--- config.mk ---
export PLATFORM = sky130hd
export DESIGN_NAME = decode_stage
export DESIGN_NICKNAME = d
export VERILOG_FILES = /design/src/rtl/decode_stage.sv
export SDC_FILE = /design/constraint.sdc
export NUM_CORES = 1
export LEC_CHECK = 0
export BUFFER_PORTS_ARGS = -buffer_cell sky130_fd_sc_hd__buf_2
export CORE_MARGIN = 5
export CORE_UTILIZATION = 45
export DETAILED_ROUTE_END_ITERATION = 12
export GPL_TIMING_DRIVEN = 0
export PLACE_DENSITY = 0.85
export REMOVE_ABC_BUFFERS = 1
export SYNTH_ARGS = -nofsm -noshare
export SYNTH_HDL_FRONTEND = slang
export SYNTH_SLANG_ARGS = --single-unit
--- constraint.sdc ---
create_clock -name clk -period 4 [get_ports clk]
set_input_delay 0.8 -clock clk [delete_from_list [all_inputs] [get_ports clk]]
set_output_delay 0.8 -clock clk [all_outputs]
set_load 0.05 [all_outputs]
--- src/rtl/decode_stage.sv ---
// decode_stage: registered RV32-style instruction decode between fetch and execute.
//   Decodes the base formats into an ID/EX register guarded by a valid/ready handshake.
//   It inserts bubbles on load-use hazards, honours a flush, flags unsupported opcodes
//   and keeps a saturating count of stall cycles.
// Ports:
//   clk, rst              clock (rising edge), asynchronous active-high reset
//   in_valid/in_ready     fetch-side handshake; ir and pc_in are the instruction and its PC
//   flush                 kills the held and the incoming instruction
//   ex_load/ex_rd         execute stage holds a load that writes ex_rd
//   out_valid/out_ready   execute-side handshake
//   op, y_sel, write,     decoded fields: {opcode, funct7, funct3}, operand-2 select,
//   addr_a/b/d, immed     register write enable, rs1/rs2/rd and the sign-extended immediate
//   pc_out, illegal       latched PC and the unsupported-opcode flag
//   stall_cnt             saturating load-use stall counter
module decode_stage #(
  parameter int XLEN       = 32,
  parameter int REG_ADDR_W = 5,
  parameter int PC_W       = 32,
  parameter int CNT_W      = 16
) (
  input  logic                  clk,
  input  logic                  rst,
  input  logic                  in_valid,
  output logic                  in_ready,
  input  logic [31:0]           ir,
  input  logic [PC_W-1:0]       pc_in,
  input  logic                  flush,
  input  logic                  ex_load,
  input  logic [REG_ADDR_W-1:0] ex_rd,
  output logic                  out_valid,
  input  logic                  out_ready,
  output logic [16:0]           op,
  output logic                  y_sel,
  output logic                  write,
  output logic [REG_ADDR_W-1:0] addr_a,
  output logic [REG_ADDR_W-1:0] addr_b,
  output logic [REG_ADDR_W-1:0] addr_d,
  output logic [XLEN-1:0]       immed,
  output logic [PC_W-1:0]       pc_out,
  output logic                  illegal,
  output logic [CNT_W-1:0]      stall_cnt
);

  localparam logic [6:0] OPC_R      = 7'b0110011;
  localparam logic [6:0] OPC_I_ALU  = 7'b0010011;
  localparam logic [6:0] OPC_LOAD   = 7'b0000011;
  localparam logic [6:0] OPC_STORE  = 7'b0100011;
  localparam logic [6:0] OPC_BRANCH = 7'b1100011;
  localparam logic [6:0] OPC_JAL    = 7'b1101111;
  localparam logic [6:0] OPC_JALR   = 7'b1100111;
  localparam logic [6:0] OPC_LUI    = 7'b0110111;
  localparam logic [6:0] OPC_AUIPC  = 7'b0010111;

  // Raw instruction fields.
  logic [6:0]            opcode;
  logic [2:0]            funct3;
  logic [6:0]            funct7;
  logic [REG_ADDR_W-1:0] rs1, rs2, rd;

  assign opcode = ir[6:0];
  assign funct3 = ir[14:12];
  assign funct7 = ir[31:25];
  assign rd     = ir[7 +: REG_ADDR_W];
  assign rs1    = ir[15 +: REG_ADDR_W];
  assign rs2    = ir[20 +: REG_ADDR_W];

  // Combinational decode of the incoming word.
  logic        dec_illegal;
  logic        dec_y_sel;
  logic        dec_wr;
  logic        uses_rs1;
  logic        uses_rs2;
  logic [31:0] dec_imm32;
  logic [6:0]  dec_f7;
  logic [2:0]  dec_f3;

  always_comb begin
    dec_illegal = 1'b0;
    dec_y_sel   = 1'b0;
    dec_wr      = 1'b0;
    uses_rs1    = 1'b0;
    uses_rs2    = 1'b0;
    dec_imm32   = 32'd0;
    dec_f7      = 7'd0;
    dec_f3      = funct3;
    case (opcode)
      OPC_R: begin
        dec_y_sel = 1'b1;
        dec_wr    = 1'b1;
        uses_rs1  = 1'b1;
        uses_rs2  = 1'b1;
        dec_f7    = funct7;
      end
      OPC_I_ALU: begin
        dec_wr    = 1'b1;
        uses_rs1  = 1'b1;
        dec_imm32 = {{20{ir[31]}}, ir[31:20]};
        // Shift-immediates carry their arithmetic/logical selector in funct7.
        if (funct3 == 3'b001 || funct3 == 3'b101) dec_f7 = funct7;
      end
      OPC_LOAD, OPC_JALR: begin
        dec_wr    = 1'b1;
        uses_rs1  = 1'b1;
        dec_imm32 = {{20{ir[31]}}, ir[31:20]};
      end
      OPC_STORE: begin
        uses_rs1  = 1'b1;
        uses_rs2  = 1'b1;
        dec_imm32 = {{20{ir[31]}}, ir[31:25], ir[11:7]};
      end
      OPC_BRANCH: begin
        dec_y_sel = 1'b1;
        uses_rs1  = 1'b1;
        uses_rs2  = 1'b1;
        dec_imm32 = {{19{ir[31]}}, ir[31], ir[7], ir[30:25], ir[11:8], 1'b0};
      end
      OPC_JAL: begin
        dec_wr    = 1'b1;
        dec_f3    = 3'd0;  // bits 14:12 are immediate here, not a funct3
        dec_imm32 = {{11{ir[31]}}, ir[31], ir[19:12], ir[20], ir[30:21], 1'b0};
      end
      OPC_LUI, OPC_AUIPC: begin
        dec_wr    = 1'b1;
        dec_f3    = 3'd0;
        dec_imm32 = {ir[31:12], 12'd0};
      end
      default: begin
        // Unsupported opcode still flows downstream, reduced to a harmless form.
        dec_illegal = 1'b1;
        dec_y_sel   = 1'b1;
        dec_f3      = 3'd0;
      end
    endcase
  end

  logic            dec_write;
  logic [XLEN-1:0] dec_immed;

  assign dec_write = dec_wr & (rd != '0);
  assign dec_immed = XLEN'($signed(dec_imm32));

  // Handshake.
  logic out_valid_q;
  logic advance;
  logic hazard;

  assign advance  = !out_valid_q | out_ready;
  assign hazard   = in_valid & ex_load & (ex_rd != '0) &
                    ((uses_rs1 & (rs1 == ex_rd)) | (uses_rs2 & (rs2 == ex_rd)));
  assign in_ready = advance & !hazard & !flush;

  // ID/EX register.
  logic [16:0]           op_q;
  logic                  y_sel_q;
  logic                  write_q;
  logic [REG_ADDR_W-1:0] addr_a_q, addr_b_q, addr_d_q;
  logic [XLEN-1:0]       immed_q;
  logic [PC_W-1:0]       pc_q;
  logic                  illegal_q;

  always_ff @(posedge clk or posedge rst) begin
    if (rst) begin
      out_valid_q <= 1'b0;
      op_q        <= '0;
      y_sel_q     <= 1'b0;
      write_q     <= 1'b0;
      addr_a_q    <= '0;
      addr_b_q    <= '0;
      addr_d_q    <= '0;
      immed_q     <= '0;
      pc_q        <= '0;
      illegal_q   <= 1'b0;
    end else if (flush) begin
      out_valid_q <= 1'b0;
    end else if (advance && in_valid && in_ready) begin
      out_valid_q <= 1'b1;
      op_q        <= {opcode, dec_f7, dec_f3};
      y_sel_q     <= dec_y_sel;
      write_q     <= dec_write;
      addr_a_q    <= rs1;
      addr_b_q    <= rs2;
      addr_d_q    <= rd;
      immed_q     <= dec_immed;
      pc_q        <= pc_in;
      illegal_q   <= dec_illegal;
    end else if (advance) begin
      out_valid_q <= 1'b0;
    end
  end

  // Stall counter: a stall is a bubble actually inserted for a hazard.
  logic [CNT_W-1:0] stall_q, stall_d;

  always_comb begin
    stall_d = stall_q;
    if (advance && hazard && !flush && (stall_q != {CNT_W{1'b1}}))
      stall_d = stall_q + 1'b1;
  end

  always_ff @(posedge clk or posedge rst) begin
    if (rst) stall_q <= '0;
    else     stall_q <= stall_d;
  end

  assign out_valid = out_valid_q;
  assign op        = op_q;
  assign y_sel     = y_sel_q;
  assign write     = write_q;
  assign addr_a    = addr_a_q;
  assign addr_b    = addr_b_q;
  assign addr_d    = addr_d_q;
  assign immed     = immed_q;
  assign pc_out    = pc_q;
  assign illegal   = illegal_q;
  assign stall_cnt = stall_q;

endmodule

### Yosys cells after proc, flatten, opt, wreduce, memory -nomap -nowiden

Index checks and enable logic that the tools add are counted.

| operators by class | value |
|---|---|
| add/subtract/negate cells | 1 |
| eq/ne operators | 14 |
| muxes and demuxes | 12 |
| bitwise logic cells | 11 |
| reductions and logical operators | 20 |

Operators with widths:

| kind | number |
|---|---|
| $pmux 32 s5 | 1 |
| $eq 7x6->1 const B | 3 |
| $eq 7x7->1 const B | 3 |
| $add 16x1->16 const B | 1 |
| $ne 16x16->1 const B | 1 |
| $eq 7x5->1 const B | 2 |
| $pmux 7 s2 | 1 |
| $reduce_or 7->1 | 2 |
| $eq 5x5->1 | 2 |
| $reduce_bool 5->1 | 2 |
| $reduce_or 9->1 | 1 |
| $and 1x1->1 | 8 |
| $mux 1 | 8 |
| $eq 7x2->1 const B | 1 |
| $mux 7 | 1 |
| $reduce_or 3->1 | 2 |
| $reduce_or 6->1 | 1 |
| $logic_and 1x1->1 | 5 |
| $eq 3x1->1 const B | 1 |
| $eq 3x3->1 const B | 1 |
| $logic_not 1->1 | 3 |
| $mux 3 | 1 |
| $reduce_bool 3->1 | 1 |
| $or 1x1->1 | 2 |
| other kinds (4) | 4 |

| word-level totals | value |
|---|---|
| register bits after elaboration | 116 |
| bits of input ports | 75 |
| output and inout bits | 117 |
| word-level logic and storage cells | 69 |

### Longest topological paths before layout

Gate-level depths: netlist (run 1).

| depth | value |
|---|---|
| word-level depth | 12 |
| depth in mapped cells | 11 |
| mapped depth without buffers | 6 |

### Worst setup path before layout (run 1)

No wires, ideal clock.

| timing path | value |
|---|---|
| path kind | input port to output port |
| start | input ir[5] |
| end | output in_ready |
| arrival | 2722 ps |
| required time | 3200 ps |
| path slack | 478 ps |
| stages on the path | 7 |
| buffers on the path | 2 |
| path through | buf_4 -> and3b_1 -> clkbuf_1 -> o21a_1 -> nand4_1 -> a21oi_1 -> nor3_1 |

| between the ends | value |
|---|---|
| cells in the longest elaborated chain, start to end | 9 |
| elaborated cells on any way between the ends | 17 |
| those cells by class | 6 x eq/ne; 2 x mux; 6 x bitwise; 3 x reduce/logical |

RTL lines:

| item | RTL line | source |
|---|---|---|
| start, declared | 25 | `input logic [31:0] ir,` |
| $eq 7x5->1, or another cell as far along | 86 | `case (opcode)` |
| $reduce_or 6->1 (no source line) or $reduce_or 3->1 (tied branches) | - |  |
| $mux 1 | 86 |  |
| $and 1x1->1 | 149 | `((uses_rs1 & (rs1 == ex_rd)) \| (uses_rs2 & (rs2 == ex_rd)));` |
| $or 1x1->1 * | 149 |  |
| $and 1x1->1 * | 148 | `assign hazard = in_valid & ex_load & (ex_rd != '0) &` |
| $logic_not 1->1 * | 150 | `assign in_ready = advance & !hazard & !flush;` |
| $and 1x1->1 * (2 in a row) | 150 |  |
| end, declared | 24 | `output logic in_ready,` |

Every way passes the cells marked *; elsewhere a longest branch is shown, timed or not.

### Final worst setup path (run 1)

| timing path | value |
|---|---|
| start | input ir[2] |
| end | output in_ready |

The elaborated chain is that of the path after synthesis.

==> metrics, run 1 <==
Syn. warnings 0; FF+latch area 0.00290 sq mm; average routed wire per standard cell 17.1 um; relative slew slack 0.263; grt total ovfl 0; CP Launch Type input pin; CTS tree yes; vias post-DR 4080; CTS buffer count 17; largest cells by area after synthesis dfrtp_1 55%, mux2_2 14%, mux2i_1 6.8%, inv_1 2.8%, a21oi_1 2.4%; worst slew pin tran 1.10 ns; initial core utilization 0.460; Arrival @ worst endpoint 2.50 ns; row cnt 39; Hold Vio Cnt, Final 0; Non-Filler Instances 786; share of the synthesized area in the top cell type 0.550; Antenna diodes 0; Placed Cells 755; gp weighted congestion 0.842; fillers 916; RSZ-0062 raised after global routing false; CP required 3.20 ns; Root Buffer clkbuf_16; initial antenna violation count 0; Tmin final 3.30 ns; Max Slew Vio Count 0; peak supply drop 0.401 mV; Final Util 0.608; Reg clk slew, reported paths 0.05 ns; Post-Syn Area 0.00527 sq mm; hold crit path type in -> async; I/O pin count 192; GRT Resource Usage Total 0.196; Worst Slack Setup Final 0.697 ns; GR Util met1 0.234; Final Setup Violations 0; leak pwr 3.62 nW; I/O Buffers 191; full die area 0.0140 sq mm; flops & latches, synth 116; largest net degree at the start of global routing 76; Netlist cell types 45; post-route ant nets 0; Layout area overhead 32.3%; Post-CTS Setup Bufs 0; proportion of layout cells with a drive suffix above 1 0.463; TNS Setup 0 ns; Most Crowded Layer GR met2; register area share after synthesis 0.550; nets@finish 707; fmax 303 MHz; Yosys top cell by area dfrtp_1; Clock Skew 0.00767 ns; CORE AREA 0.0115 sq mm; routing usage on met2 0.328; worst hold slack 0.453 ns; Reg2Reg Depth 5; DRC viols 0; pre-CTS setup slack 0.450 ns; routed wire length 13.4 mm; vias in the first global route 4354; Final HPWL DP 9.92 mm; Critical Path End Type output pin; Post-Synthesis Cells 438; Hold Buf Count CTS 0; Die H 118 um; max cap viols 0; Longest Clk Path Bufs 2; Clock Latency Late Sink 0.40 ns; Worst Path Max Fanout 12; mean area per synthesized cell 12.0 sq um; vias per cell 5.19; Die X 118 um; CTS-repair resized insts 0; R2R setup slack 1.62 ns; first-pass GRT wire length 22.2 mm; Crit Reg-Reg Startpoint out_valid; GRT met3 Usage 0.0606; H-tree Lvls 4; Final Cycle Share 0.826; DRT iter0 DRCs 212; multi-input logic area 0.00213 sq mm; detailed-router iteration count before antenna repair 4; clock sink total 116; Critical R2R Capture pc_out[31]; Power per Cell Area 523 mW/mm^2; status completed; kind of critical path in -> out
[cell usage after synthesis, drive strengths merged]
cell type	instances
nand2b	1
a32o	1
nand3	12
a22o	4
dfrtp	116
o21ai	7
o31ai	1
xor2	12
o21a	2
and4b	1
o21bai	1
nor2	15
nor4	2
and3b	3
ha	1
a21oi	25
o2bb2ai	1
a2111oi	1
nand3b	1
and3	3
or4	1
a21boi	2
mux2i	36
a221oi	1
nand4	9
mux2	64
and2	1
nor2b	4
a2111o	1
nand2	28
and4	1
a211o	1
buf	13
a21o	1
xnor2	11
nor3	8
clkbuf	6
or3	1
inv	39
[worst max-delay path, cell delays in order]
cell	delay, ns
buf_2	0.18
nor2_4	0.15
nand3_2	0.13
or4_4	0.61
a21oi_1	0.32
nor3_1	0.08
buf_2	0.22
[power breakdown]
group          internal (W)  leakage (nW)  switching (W)
Combinational      0.000215          1.83       0.000574
Sequential          0.00128          1.49      0.0000518
Clock               0.00102         0.294       0.000504
Total               0.00252          3.62        0.00113
[cell usage in the layout, fill, tap and decap left out, drive strengths merged, types with 2 or more instances in the layout]
cell	synthesis	final
a22o	4	4
nor2b	4	4
buf	13	193
o21ai	7	7
and3	3	3
nor2	15	15
mux2i	36	36
a21oi	25	25
xor2	12	12
o21a	2	2
clkinvlp	0	2
nor4	2	2
bufinv	0	3
inv	39	39
clkbuf	6	21
mux2	64	64
xnor2	11	11
nand2	28	28
dfrtp	116	116
and3b	3	3
a21boi	2	2
nor3	8	8
nand3	12	12
nand4	9	9
clkinv	0	5
[final cells by class]
class | instances | share of cell area
Inverter | 39 | 0.0213
Tap cell | 143 | 0.0257
Timing Repair Buffer | 193 | 0.145
Clock buffer | 21 | 0.0674
Multi-Input combinational cell | 264 | 0.306
Sequential cell | 116 | 0.416
Clock inverter | 10 | 0.0187
[metrics by stage]
step	instance area, sq um	total power [W]
after floorplan	5170	0.00194
after global placement	6300	0.00215
after detailed placement	6370	0.00215
after CTS	6980	0.00370
after global routing	6980	0.00381
final	6980	0.00365
[registers in the layout, summed over array words and instances (netlist names)]
| register | count |
|---|---|
| immed | 32 |
| pc_out | 32 |
| op | 17 |
| stall_cnt | 16 |
| addr_a | 5 |
| addr_b | 5 |
| addr_d | 5 |
| illegal | 1 |
| out_valid | 1 |
| write | 1 |
| y_sel | 1 |
[how the worst max path moves through the flow]
stage                      from          to  slack (ns)  cells past startpoint
final                     ir[2]    in_ready        0.70                      7
after global routing      ir[2]    in_ready        0.62                      7
after detailed placement  ir[2]  pc_out[14]        0.45                      8
after CTS                 ir[2]    in_ready        0.70                      7
after global placement    ir[4]  pc_out[18]       -2.73                      7
after floorplan           ir[6]   addr_a[0]       -1.30                      6
[per-layer routing]
metal / share of wire / up-vias
met4: 0.017 / 0
met3: 0.078 / 19
li1: - / 1897
met1: 0.40 / 1993
met5: 0 / -
met2: 0.50 / 171
[cell families after synthesis]
kind of cell | synth area share
DFF | 0.550
muxes | 0.205
and+or+nand+nor | 0.0951
buffers and inverters | 0.0474
AOI/OAI and AO/OA | 0.0614
xor gates and xnor gates | 0.0382
adders and majority gates | 0.00237
No activity file was read; power rests on OpenSTA's default activity.
==> run 2: changes to the inputs <==
clock period = 2.72 ns   (was 4 ns; I/O delays follow)
==> run 2 against run 1 <==
- final area up 0.88%
- register-to-register slack worse by 1.4 ns
- worst setup slack worse by 0.62 ns
- routed wire length up 4.2%
- highest routed layer unchanged
- sequential power up 47%
- critical path type unchanged
- via count up 1.5%
- critical path depth unchanged
- clock power up 47%
- power up 48%
- count of clock-buffer cells in the layout unchanged
==> metrics, run 2 (synthesized netlist as in run 1, its figures left out) <==
grt total ovfl 0; first-pass GRT wire length 22.5 mm; CP Buf/Inv Count 2; vias in the first global route 4399; Critical Path End Type output pin; Hold Buf Count CTS 0; Worst Path Max Fanout 10; hold crit path type in -> async; row cnt 39; Clock Skew 0.00588 ns; Longest Clk Path Bufs 2; GRT Resource Usage Total 0.199; peak supply drop 0.590 mV; CORE AREA 0.0115 sq mm; clock sink total 116; Power per Cell Area 765 mW/mm^2; average routed wire per standard cell 17.8 um; vias post-DR 4142; post-route ant nets 0; initial core utilization 0.460; Max Slew Vio Count 0; proportion of layout cells with a drive suffix above 1 0.467; clock network power share 0.416; Die X 118 um; I/O Buffers 191; Slowest-stage cell, CP or4_4; Hold Vio Cnt, Final 0; commonest cells after routing, fill and taps aside 189 x buf_2, 116 x dfrtp_1, 64 x mux2_2; CP required 2.18 ns; leak pwr 3.64 nW; total power 0.00538 W; CP Launch Type input pin; Clock Latency Late Sink 0.40 ns; combinational share of power 0.218; largest net degree at the start of global routing 76; Reg power frac 0.365; full die area 0.0140 sq mm; initial antenna violation count 0; fmax 378 MHz; Critical Path Max Stage Delay 0.60 ns; placed cell areas 0.00637 sq mm; H-tree Lvls 4; I/O pin count 192; critical-path cell list clkbuf_4 -> a21boi_1 -> nand4_1 -> or4_4 -> a21oi_4 -> nor3_1 -> buf_4; Die H 118 um; Reg clk slew, reported paths 0.05 ns; Final HPWL DP 9.92 mm; nets@finish 710; max cap viols 0; vias per cell 5.25; Arrival @ worst endpoint 2.10 ns; kind of critical path in -> out; DRT iter0 DRCs 262; Final Setup Violations 0; switching portion of total power 0.311; gp weighted congestion 0.842; Final Util 0.614; routed wire length 14.0 mm; worst slew pin tran 1.07 ns; CTS tree yes; RSZ-0062 raised after global routing false; most common cell after layout, fill and taps aside buf_2; TNS Setup 0 ns; detailed-router iteration count before antenna repair 5; Layout area overhead 33.4%; DRC viols 0; Antenna diodes 0; CTS buffer count 17; cell internal pwr 0.00371 W; Psw 0.00167 W; CP delay by family, top simple AND/OR/NAND/NOR gates; Final Cycle Share 0.972; relative slew slack 0.283; Tmin final 2.64 ns; final instance area 0.00704 sq mm; Root Buffer clkbuf_16; status completed
## run 2: timing repair
| action | 4_1_cts | 5_1_grt |
|---|---|---|
| endpoints found under the setup margin | 44 | 41 |
| pin swaps | 0 | 1 |
| gates cloned | 1 | 2 |
| setup buffers | 0 | 0 |
| gates resized for setup | 1 | 5 |
## run 2: area by class of cell
type	instances	area, sq um
Fill cell	914	4430
Sequential cell	116	2900
Clock buffer	21	470
Multi-Input combinational cell	266	2160
Tap cell	143	179
Timing Repair Buffer	194	1040
Clock inverter	10	130
Inverter	39	149
## run 2: worst register-to-register path, cell delays in order (launching register included)
cell,delay [ns]
dfrtp_1,0.38
nor2b_1,0.16
nor2_1,0.54
nand4_1,0.28
a2111o_1,0.55
nor4_4,0.32
xor2_1,0.19
## run 2: final timing paths
check                                      to  cells past startpoint  slack (ns)       start
worst max-delay path                 in_ready                      7        0.08       ir[5]
worst min-delay path               pc_out[24]                      2        0.19         rst
worst max register to register  stall_cnt[11]                      6        0.23   out_valid
worst min register to register     pc_out[13]                      1        0.50  pc_out[13]
max in group asynchronous           addr_d[3]                      3        1.77         rst
min in group clk                    out_valid                      2        0.32       flush
## run 2: routing by layer
layer  GRT usage  share of wire  routed length, um  vias to the layer above
met4      0.0875          0.020                282                        0
li1            -              -                  -                     1914
met2       0.332           0.50               7010                      184
met5           0              0                  0                        -
met1       0.237           0.41               5680                     2017
met3      0.0611          0.075               1050                       27
## run 2: power groups by stage
stage / Combinational [W] / Clock (W) / Sequential [W]
2_1_floorplan: 0.000285 / 0 / 0.00256
3_3_place_gp: 0.00118 / 0 / 0.00198
3_5_place_dp: 0.00117 / 0 / 0.00199
4_1_cts: 0.00118 / 0.00229 / 0.00197
5_1_grt: 0.00123 / 0.00239 / 0.00199
6_report: 0.00117 / 0.00224 / 0.00197
## run 2: through the flow
stage / setup slack [ns] / instances / hold WS [ns]
2_1_floorplan: -2.32 / 419 / 0.610
3_5_place_dp: -0.574 / 755 / 0.488
6_report: 0.0765 / 789 / 0.194
3_3_place_gp: -3.75 / 753 / 0.472
4_1_cts: 0.0251 / 787 / 0.195
5_1_grt: 0.00778 / 789 / 0.225
